$ cat config.mk
export PLATFORM = sky130hd
export DESIGN_NAME = flash_wr_ctrl
export DESIGN_NICKNAME = d
export VERILOG_FILES = /design/src/rtl/flash_wr_ctrl.sv
export SDC_FILE = /design/constraint.sdc
export NUM_CORES = 1
export LEC_CHECK = 0
export ABC_AREA = 1
export BUFFER_PORTS_ARGS = -buffer_cell sky130_fd_sc_hd__buf_2
export CAP_MARGIN = 20
export CORE_ASPECT_RATIO = 0.6
export CORE_MARGIN = 2
export CORE_UTILIZATION = 60
export CTS_BUF_LIST = sky130_fd_sc_hd__clkbuf_16
export DETAILED_ROUTE_END_ITERATION = 8
export HOLD_SLACK_MARGIN = 0.03
export PLACE_DENSITY = 0.79
export SYNTH_ARGS = -nofsm -noshare
export SYNTH_HDL_FRONTEND = slang
export SYNTH_SLANG_ARGS = --single-unit
export TNS_END_PERCENT = 1
$ cat constraint.sdc
create_clock -name sys_clk -period 2.49 [get_ports sys_clk]
set_input_delay 0.3735 -clock sys_clk [delete_from_list [all_inputs] [get_ports sys_clk]]
set_output_delay 0.3735 -clock sys_clk [all_outputs]
set_load 0.005 [all_outputs]
$ cat src/rtl/flash_wr_ctrl.sv
// SPI flash byte-program controller: each accepted byte becomes WREN, PP and RDSR polling.
// Optional ERASE_FIRST_EN: the first byte after reset is preceded by a sector erase at ADDR_INIT.
module flash_wr_ctrl #(
  parameter logic [23:0] ADDR_INIT   = 24'h00_0000,
  parameter int          CS_IDLE_CLK = 10,
  parameter logic [7:0]  CMD_WREN    = 8'h06,
  parameter logic [7:0]  CMD_PP      = 8'h02,
  parameter logic [7:0]  CMD_RDSR    = 8'h05
) (
  input  logic       sys_clk,
  input  logic       sys_rst_n,
  input  logic [7:0] pi_data,
  input  logic       pi_flag,
  input  logic       miso,
  output logic       sck,
  output logic       cs_n,
  output logic       mosi,
  output logic       busy,
  output logic       ovf,
  output logic       wr_done
);

`ifdef ERASE_FIRST_EN
  localparam logic ERASE_EN = 1'b1;
`else
  localparam logic ERASE_EN = 1'b0;
`endif

  localparam logic [7:0] CMD_SE = 8'hD8;
  localparam int GW = $clog2(CS_IDLE_CLK + 1) + 1;
  localparam logic [GW-1:0] GAP_LAST = GW'(CS_IDLE_CLK);

  localparam logic [2:0] S_IDLE = 3'd0;
  localparam logic [2:0] S_WREN = 3'd1;
  localparam logic [2:0] S_GAP  = 3'd2;
  localparam logic [2:0] S_PP   = 3'd3;
  localparam logic [2:0] S_RDSR = 3'd4;
  localparam logic [2:0] S_DONE = 3'd5;
  localparam logic [2:0] S_SE   = 3'd6;

  logic [2:0]    state_q, state_d, gap_nxt_q, gap_nxt_d;
  logic [1:0]    cnt_clk_q, cnt_clk_d;
  logic [2:0]    cnt_bit_q, cnt_bit_d, cnt_byte_q, cnt_byte_d;
  logic [GW-1:0] cnt_gap_q, cnt_gap_d;
  logic [23:0]   addr_q, addr_d;
  logic [7:0]    data_q, data_d;
  logic          ovf_q, ovf_d, erased_q, erased_d;

  logic       in_frame, frame_end;
  logic [7:0] cur_byte;
  logic [2:0] last_byte;

  // Byte currently shifted out and the index of the frame's final byte.
  always_comb begin
    cur_byte  = 8'h00;
    last_byte = 3'd0;
    in_frame  = 1'b1;
    case (state_q)
      S_WREN: cur_byte = CMD_WREN;
      S_SE: begin
        last_byte = 3'd3;
        case (cnt_byte_q)
          3'd0:    cur_byte = CMD_SE;
          3'd1:    cur_byte = ADDR_INIT[23:16];
          3'd2:    cur_byte = ADDR_INIT[15:8];
          default: cur_byte = ADDR_INIT[7:0];
        endcase
      end
      S_PP: begin
        last_byte = 3'd4;
        case (cnt_byte_q)
          3'd0:    cur_byte = CMD_PP;
          3'd1:    cur_byte = addr_q[23:16];
          3'd2:    cur_byte = addr_q[15:8];
          3'd3:    cur_byte = addr_q[7:0];
          default: cur_byte = data_q;
        endcase
      end
      S_RDSR: begin
        last_byte = 3'd1;
        cur_byte  = (cnt_byte_q == 3'd0) ? CMD_RDSR : 8'h00;
      end
      default: in_frame = 1'b0;
    endcase
    frame_end = in_frame && (cnt_clk_q == 2'd3) && (cnt_bit_q == 3'd7)
                && (cnt_byte_q == last_byte);
  end

  assign cs_n    = ~in_frame;
  assign sck     = in_frame & cnt_clk_q[1];
  assign mosi    = in_frame & cur_byte[~cnt_bit_q];
  assign busy    = (state_q != S_IDLE);
  assign wr_done = (state_q == S_DONE);
  assign ovf     = ovf_q;

  // Sequencer. A GAP lasts CS_IDLE_CLK+1 cycles: the cs_n rise cycle plus tSHSL.
  // Status is shifted MSB first, so WIP is the miso bit sampled at frame_end.
  always_comb begin
    state_d    = state_q;
    gap_nxt_d  = gap_nxt_q;
    cnt_clk_d  = cnt_clk_q;
    cnt_bit_d  = cnt_bit_q;
    cnt_byte_d = cnt_byte_q;
    cnt_gap_d  = cnt_gap_q;
    addr_d     = addr_q;
    data_d     = data_q;
    erased_d   = erased_q;
    ovf_d      = ovf_q | (pi_flag & (state_q != S_IDLE));

    if (in_frame) begin
      cnt_clk_d = cnt_clk_q + 2'd1;
      if (cnt_clk_q == 2'd3) begin
        cnt_bit_d = cnt_bit_q + 3'd1;
        if (cnt_bit_q == 3'd7) cnt_byte_d = cnt_byte_q + 3'd1;
      end
      if (frame_end) cnt_byte_d = 3'd0;
    end

    case (state_q)
      S_IDLE: begin
        if (pi_flag) begin
          data_d  = pi_data;
          state_d = S_WREN;
        end
      end
      S_WREN: begin
        if (frame_end) begin
          state_d   = S_GAP;
          gap_nxt_d = (ERASE_EN && !erased_q) ? S_SE : S_PP;
        end
      end
      S_SE, S_PP: begin
        if (frame_end) begin
          state_d   = S_GAP;
          gap_nxt_d = S_RDSR;
        end
      end
      S_RDSR: begin
        if (frame_end) begin
          if (miso) begin
            state_d   = S_GAP;
            gap_nxt_d = S_RDSR;
          end else if (ERASE_EN && !erased_q) begin
            erased_d  = 1'b1;
            state_d   = S_GAP;
            gap_nxt_d = S_WREN;
          end else begin
            state_d = S_DONE;
          end
        end
      end
      S_GAP: begin
        if (cnt_gap_q == GAP_LAST) begin
          cnt_gap_d = '0;
          state_d   = gap_nxt_q;
        end else begin
          cnt_gap_d = cnt_gap_q + 1'b1;
        end
      end
      S_DONE: begin
        addr_d  = addr_q + 24'd1;
        state_d = S_IDLE;
      end
      default: state_d = S_IDLE;
    endcase
  end

  always_ff @(posedge sys_clk or negedge sys_rst_n) begin
    if (!sys_rst_n) begin
      state_q    <= S_IDLE;
      gap_nxt_q  <= S_IDLE;
      cnt_clk_q  <= 2'd0;
      cnt_bit_q  <= 3'd0;
      cnt_byte_q <= 3'd0;
      cnt_gap_q  <= '0;
      addr_q     <= ADDR_INIT;
      data_q     <= 8'h00;
      ovf_q      <= 1'b0;
      erased_q   <= 1'b0;
    end else begin
      state_q    <= state_d;
      gap_nxt_q  <= gap_nxt_d;
      cnt_clk_q  <= cnt_clk_d;
      cnt_bit_q  <= cnt_bit_d;
      cnt_byte_q <= cnt_byte_d;
      cnt_gap_q  <= cnt_gap_d;
      addr_q     <= addr_d;
      data_q     <= data_d;
      ovf_q      <= ovf_d;
      erased_q   <= erased_d;
    end
  end

endmodule
Word-level counts from Yosys, hierarchy flattened --
Index checks and enable logic that the tools add are counted. W data, S select, Z words.
Storage, ports and cells: register bits after elaboration 52, input port bits 12, output and inout bits 6, logic and storage cells 81
Cells by class: $add $sub $neg 5, $lt $le $gt $ge 1, equality and inequality tests 20, mux-type cells 23, bitwise gates (word level) 6, reduce and logical (&&, ||, !) cells 17
Operators with widths (count):
- $pmux W8 S4 | 2
- $mux W3 | 13
- $add A24 B1 Y24 const B | 1
- $pmux W3 S3 | 2
- $eq A3 B2 Y1 const B | 4
- $eq A3 B3 Y1 const B | 4
- $ne A2 B2 Y1 const B | 6
- $pmux W3 S4 | 1
- $mux W8 | 1
- $add A3 B1 Y3 const B | 2
- $eq A3 B1 Y1 const B | 2
- $logic_not A3 Y1 | 2
- $reduce_bool A3 Y1 | 2
- $add A5 B1 Y5 const B | 1
- $eq A5 B4 Y1 const B | 1
- $mux W5 | 1
- $reduce_and A5 Y1 | 1
- $lt A3 B4 Y1 const B | 1
- $reduce_and A2 Y1 | 2
- $reduce_and A4 Y1 | 1
- $reduce_bool A2 Y1 | 2
- $reduce_or A4 Y1 | 1
- $and A1 B1 Y1 | 3
- $bmux W1 S3 | 1
- other kinds (12) | 15

Longest topological paths before layout --
depth after elaboration 8, mapped depth 16, depth with buffers taken out 14

Worst setup path after synthesis --
Ideal clock, no wire load.
kind register to output, from register cnt_byte_q[2], to output mosi, arrival 1.794 ns, data required time 2.117 ns, slack 0.322 ns, cell stages (with the launch flop) 16, buffers on the path 2, path through dfrtp_1 > clkinv_1 > buf_2 > ha_1 > clkbuf_1 > inv_1 > nand2_1 > nor2_1 > nand2_1 > nand3_1 > nand2_1 > nand2_1 > nand3_1 > nand2_1 > nand2_1 > inv_1
Between the ends: cells in the longest elaborated chain, start to end 6, elaborated cells on any way between the ends 11, classes of those cells eq/ne: 3; mux: 6; bitwise: 1; reduce/logical: 1
RTL lines:
- start, declared | line 43 | logic [2:0] cnt_bit_q, cnt_bit_d, cnt_byte_q, cnt_byte_d;
- start signal, assigned | line 185 | cnt_byte_q <= cnt_byte_d;
- $eq A3 B2 Y1 (tied with other cells) | line 71 | case (cnt_byte_q)
- $pmux W8 S4 (tied with other cells) | line 71
- $pmux W8 S4 * | line 58 | case (state_q)
- $bmux W1 S3 * | line 91 | assign mosi = in_frame & cur_byte[~cnt_bit_q];
- $mux W1 (implied by the code) * | line 91
- $and A1 B1 Y1 * | line 91
- end, declared | line 17 | output logic mosi,
Every way passes the cells marked *; elsewhere a longest branch is shown, timed or not. The select of a mux whose other input is x is not followed.

Worst setup path after layout --
from register cnt_byte_q[1], to output mosi
Same word-level chain as after synthesis.

==> key figures <==
STA
  – Fmax: 418 MHz
  – Period utilization: 96.1%
  – Worst rel slew slack: 57.1%
  – Final Max Slew Viols: 0
  – RSZ-0062 raised after global routing: yes
  – Minimum clock period: 2.39 ns
  – Setup TNS: 0 ns
  – Final Hold Fails: 0
  – Tightest Pin Transition: 0.643 ns
  – Final Skew: 0.00540 ns
  – Hold Slack: 0.185 ns
  – Slack of the critical path: 0.0983 ns
  – Setup violations, final: 0

Synthesis
  – Synth cell types: 35
  – Mapped cell area: 3010 um2
  – Synth cell count leaders: nand2_1, dfrtp_1, inv_1
  – Most used DFF post-synth: dfrtp_1
  – Count leader, synth: nand2_1
  – EDFF count, synth: 0
  – Syn_area_per_cell: 8.20 um2
  – Dominant cells by area after synthesis: dfrtp_1, nand2_1, xor2_1, nand3_1, inv_1
  – Synth top area share: 42.4%
  – Synthesis-stage register bit count: 51
  – Syn Inst Count: 367
  – Syn_nets: 390
  – Area leader, netlist: dfrtp_1
  – Async S/R FF share, synth: 100%
  – Sequential area share after synthesis: 42.4%
  – Ys Warns: 0

Finish
  – Inserted Diodes: 0
  – Area occupied by multi-input gates: 1620 um2
  – Post-route insts no fill: 458
  – Synthesis-to-finish area growth: 13.9%
  – Post-layout util: 72.9%
  – Filler cell count: 356
  – Register area: 1280 um2
  – Fin nets: 417
  – Share of layout cells above drive strength 1: 18.7%

Pwr
  – Max VDD drop: 0.000681 V
  – Lkg Pwr: 1.68 nW
  – Power per cell area: 792 nW/um2

Route
  – Drt initial violations: 238
  – Vias/cell: 5.51
  – Antenna violation net count after detailed routing: 0
  – Vias: 2,525
  – Final WL: 6650 um
  – DR WL/cell: 14.5 um
  – DRT Pass-1 Iters: 5
  – DRC viols: 0

Place
  – GPL Wtd Cong: 0.949
  – Hpwl dp: 4880 um
  – Port-buffer cells: 17
  – DP Cell Count: 445
  – Worst slack, placed: 0.197 ns

Floorplanning
  – Die W: 95.4 um
  – Rows: 19
  – Die area: 5620 um2
  – Core area: 4710 um2
  – Die Y: 58.9 um
  – Initial Util: 64.0%
  – IO Pins: 18

Clock network
  – H-tree depth: 2
  – Clk buf depth: 2
  – CTS root buf: clkbuf_16
  – CTS Sinks: 51
  – Clock transition at path regs: 0.07 ns
  – Cts bufs inserted: 5
  – Clock Latency Late Sink: 0.29 ns
  – CTS tree: done

Setup path
  – Worst Setup Start Kind: flop
  – Worst R2R End: addr_q[19]
  – Reg-to-reg startpoint: state_q[1]
  – CP Launch Point: cnt_byte_q[1]
  – Worst Path Required: 2.12 ns
  – CP endpoint: mosi
  – Crit Path Class: flop to primary output
  – CP Capture Type: primary output
  – Worst R2R Setup Slack: 0.68 ns
  – Worst r2r path cells: 9
  – Crit path max fanout: 5
  – Crit path DAT: 2.02 ns

GRT
  – GR Util All Layers: 25.0%
  – Global route overflow: 0
  – First-pass GRT wire length: 10,600 um
  – Antenna violations before repair: 0
  – Vias in the first global route: 2,183
  – Largest net degree at the start of global routing: 52

Outcome
  – Outcome: complete, no violations

Flow run
  – Max-Cap Viols: 0

Min path
  – Hold Path Class: input port to asynchronous set/reset pin
stage by stage:
step / cell area, um2 / power [mW]
2_1_floorplan: 3010 / 1.79
5_1_grt: 3430 / 2.91
6_report: 3430 / 2.72
4_1_cts: 3320 / 2.69
3_3_place_gp: 3170 / 1.99
3_5_place_dp: 3170 / 2.03
logic make-up after synthesis:
| group | count (synthesis) | share of synthesized area [%] |
|---|---|---|
| and+or+nand+nor | 195 | 30.8 |
| AOI/OAI and AO/OA | 24 | 4.49 |
| xor gates and xnor gates | 28 | 8.15 |
| muxes | 9 | 3.37 |
| adders and majority gates | 11 | 4.57 |
| DFF | 51 | 42.4 |
| buffers and inverters | 49 | 6.19 |
routing by layer:
metal  share of wire (%)  global-route usage (%)  up-vias
met5                   0                       0        -
met2                  42                    33.8       93
met1                  50                    40.4     1196
met4                0.98                    4.69        0
li1                    -                       -     1224
met3                 7.5                    6.15       12
flip-flops by register name, summed over array words and instances (netlist names):
name / cells
ovf: 1
gap_nxt_q: 2
cnt_clk_q: 2
cnt_bit_q: 3
data_q: 8
addr_q: 24
state_q: 3
cnt_gap_q: 5
cnt_byte_q: 3
critical path: stages (launching register included):
cell and delay [ns]:
dfrtp_2 0.45, buf_4 0.15, ha_4 0.18, nand2_4 0.09, nand2_1 0.10, nor2_4 0.17
buf_4 0.13, a21oi_1 0.05, nand2_1 0.07, nand2_1 0.05, nand2_1 0.06, nand2_1 0.04
nand2_1 0.05, inv_1 0.03, buf_2 0.11
timing repair:
item | 4_1_cts | 5_1_grt
gates resized for setup | 2 | 21
setup endpoints to repair | 1 | 1
hold buffers | 0 | 0
cloned | 0 | 0
buffers inserted | 0 | 5
pin swaps | 0 | 3
power by group:
part | leakage [nW] | switching (mW) | internal (mW)
clock network | 0.0733 | 0.302 | 0.368
registers | 0.663 | 0.171 | 1.01
logic | 0.939 | 0.498 | 0.366
cell usage in the layout (no fill, tap or decap), types with 2 or more instances in the layout:
| master | count |
|---|---|
| a21oi_1 | 7 |
| buf_2 | 17 |
| buf_4 | 6 |
| clkbuf_16 | 5 |
| clkinv_2 | 3 |
| dfrtp_1 | 49 |
| dfrtp_2 | 2 |
| ha_1 | 7 |
| ha_4 | 4 |
| inv_1 | 39 |
| inv_2 | 5 |
| mux2_2 | 9 |
| nand2_1 | 95 |
| nand2_2 | 4 |
| nand2_4 | 3 |
| nand3_1 | 34 |
| nand3_4 | 2 |
| nand3b_1 | 2 |
| nand4_1 | 4 |
| nor2_1 | 33 |
| nor2_4 | 6 |
| nor3_1 | 5 |
| nor3_2 | 2 |
| o21ai_0 | 7 |
| o21ai_1 | 2 |
| o22ai_1 | 2 |
| xnor2_1 | 7 |
| xor2_1 | 21 |
final cells by class:
cell class	count	share of cell area, %
flip-flops and latches	51	37.3
inverters	45	4.93
clock inverters	3	0.438
repair buffers	24	4.12
multi-input cells	267	47.3
well taps	63	2.30
clock buffers	5	3.65
worst min path at each step:
stage                     startpoint         end  slack (ns)  cells after the start
after floorplan            sys_rst_n   addr_q[0]        0.08                      0
after global placement           ovf         ovf        0.43                      1
after detailed placement         ovf         ovf        0.44                      1
after CTS                  sys_rst_n  state_q[1]        0.22                      2
after global routing       sys_rst_n   addr_q[5]        0.25                      2
final                      sys_rst_n   addr_q[1]        0.18                      2
Note: power is estimated with default switching activity, not from simulation.
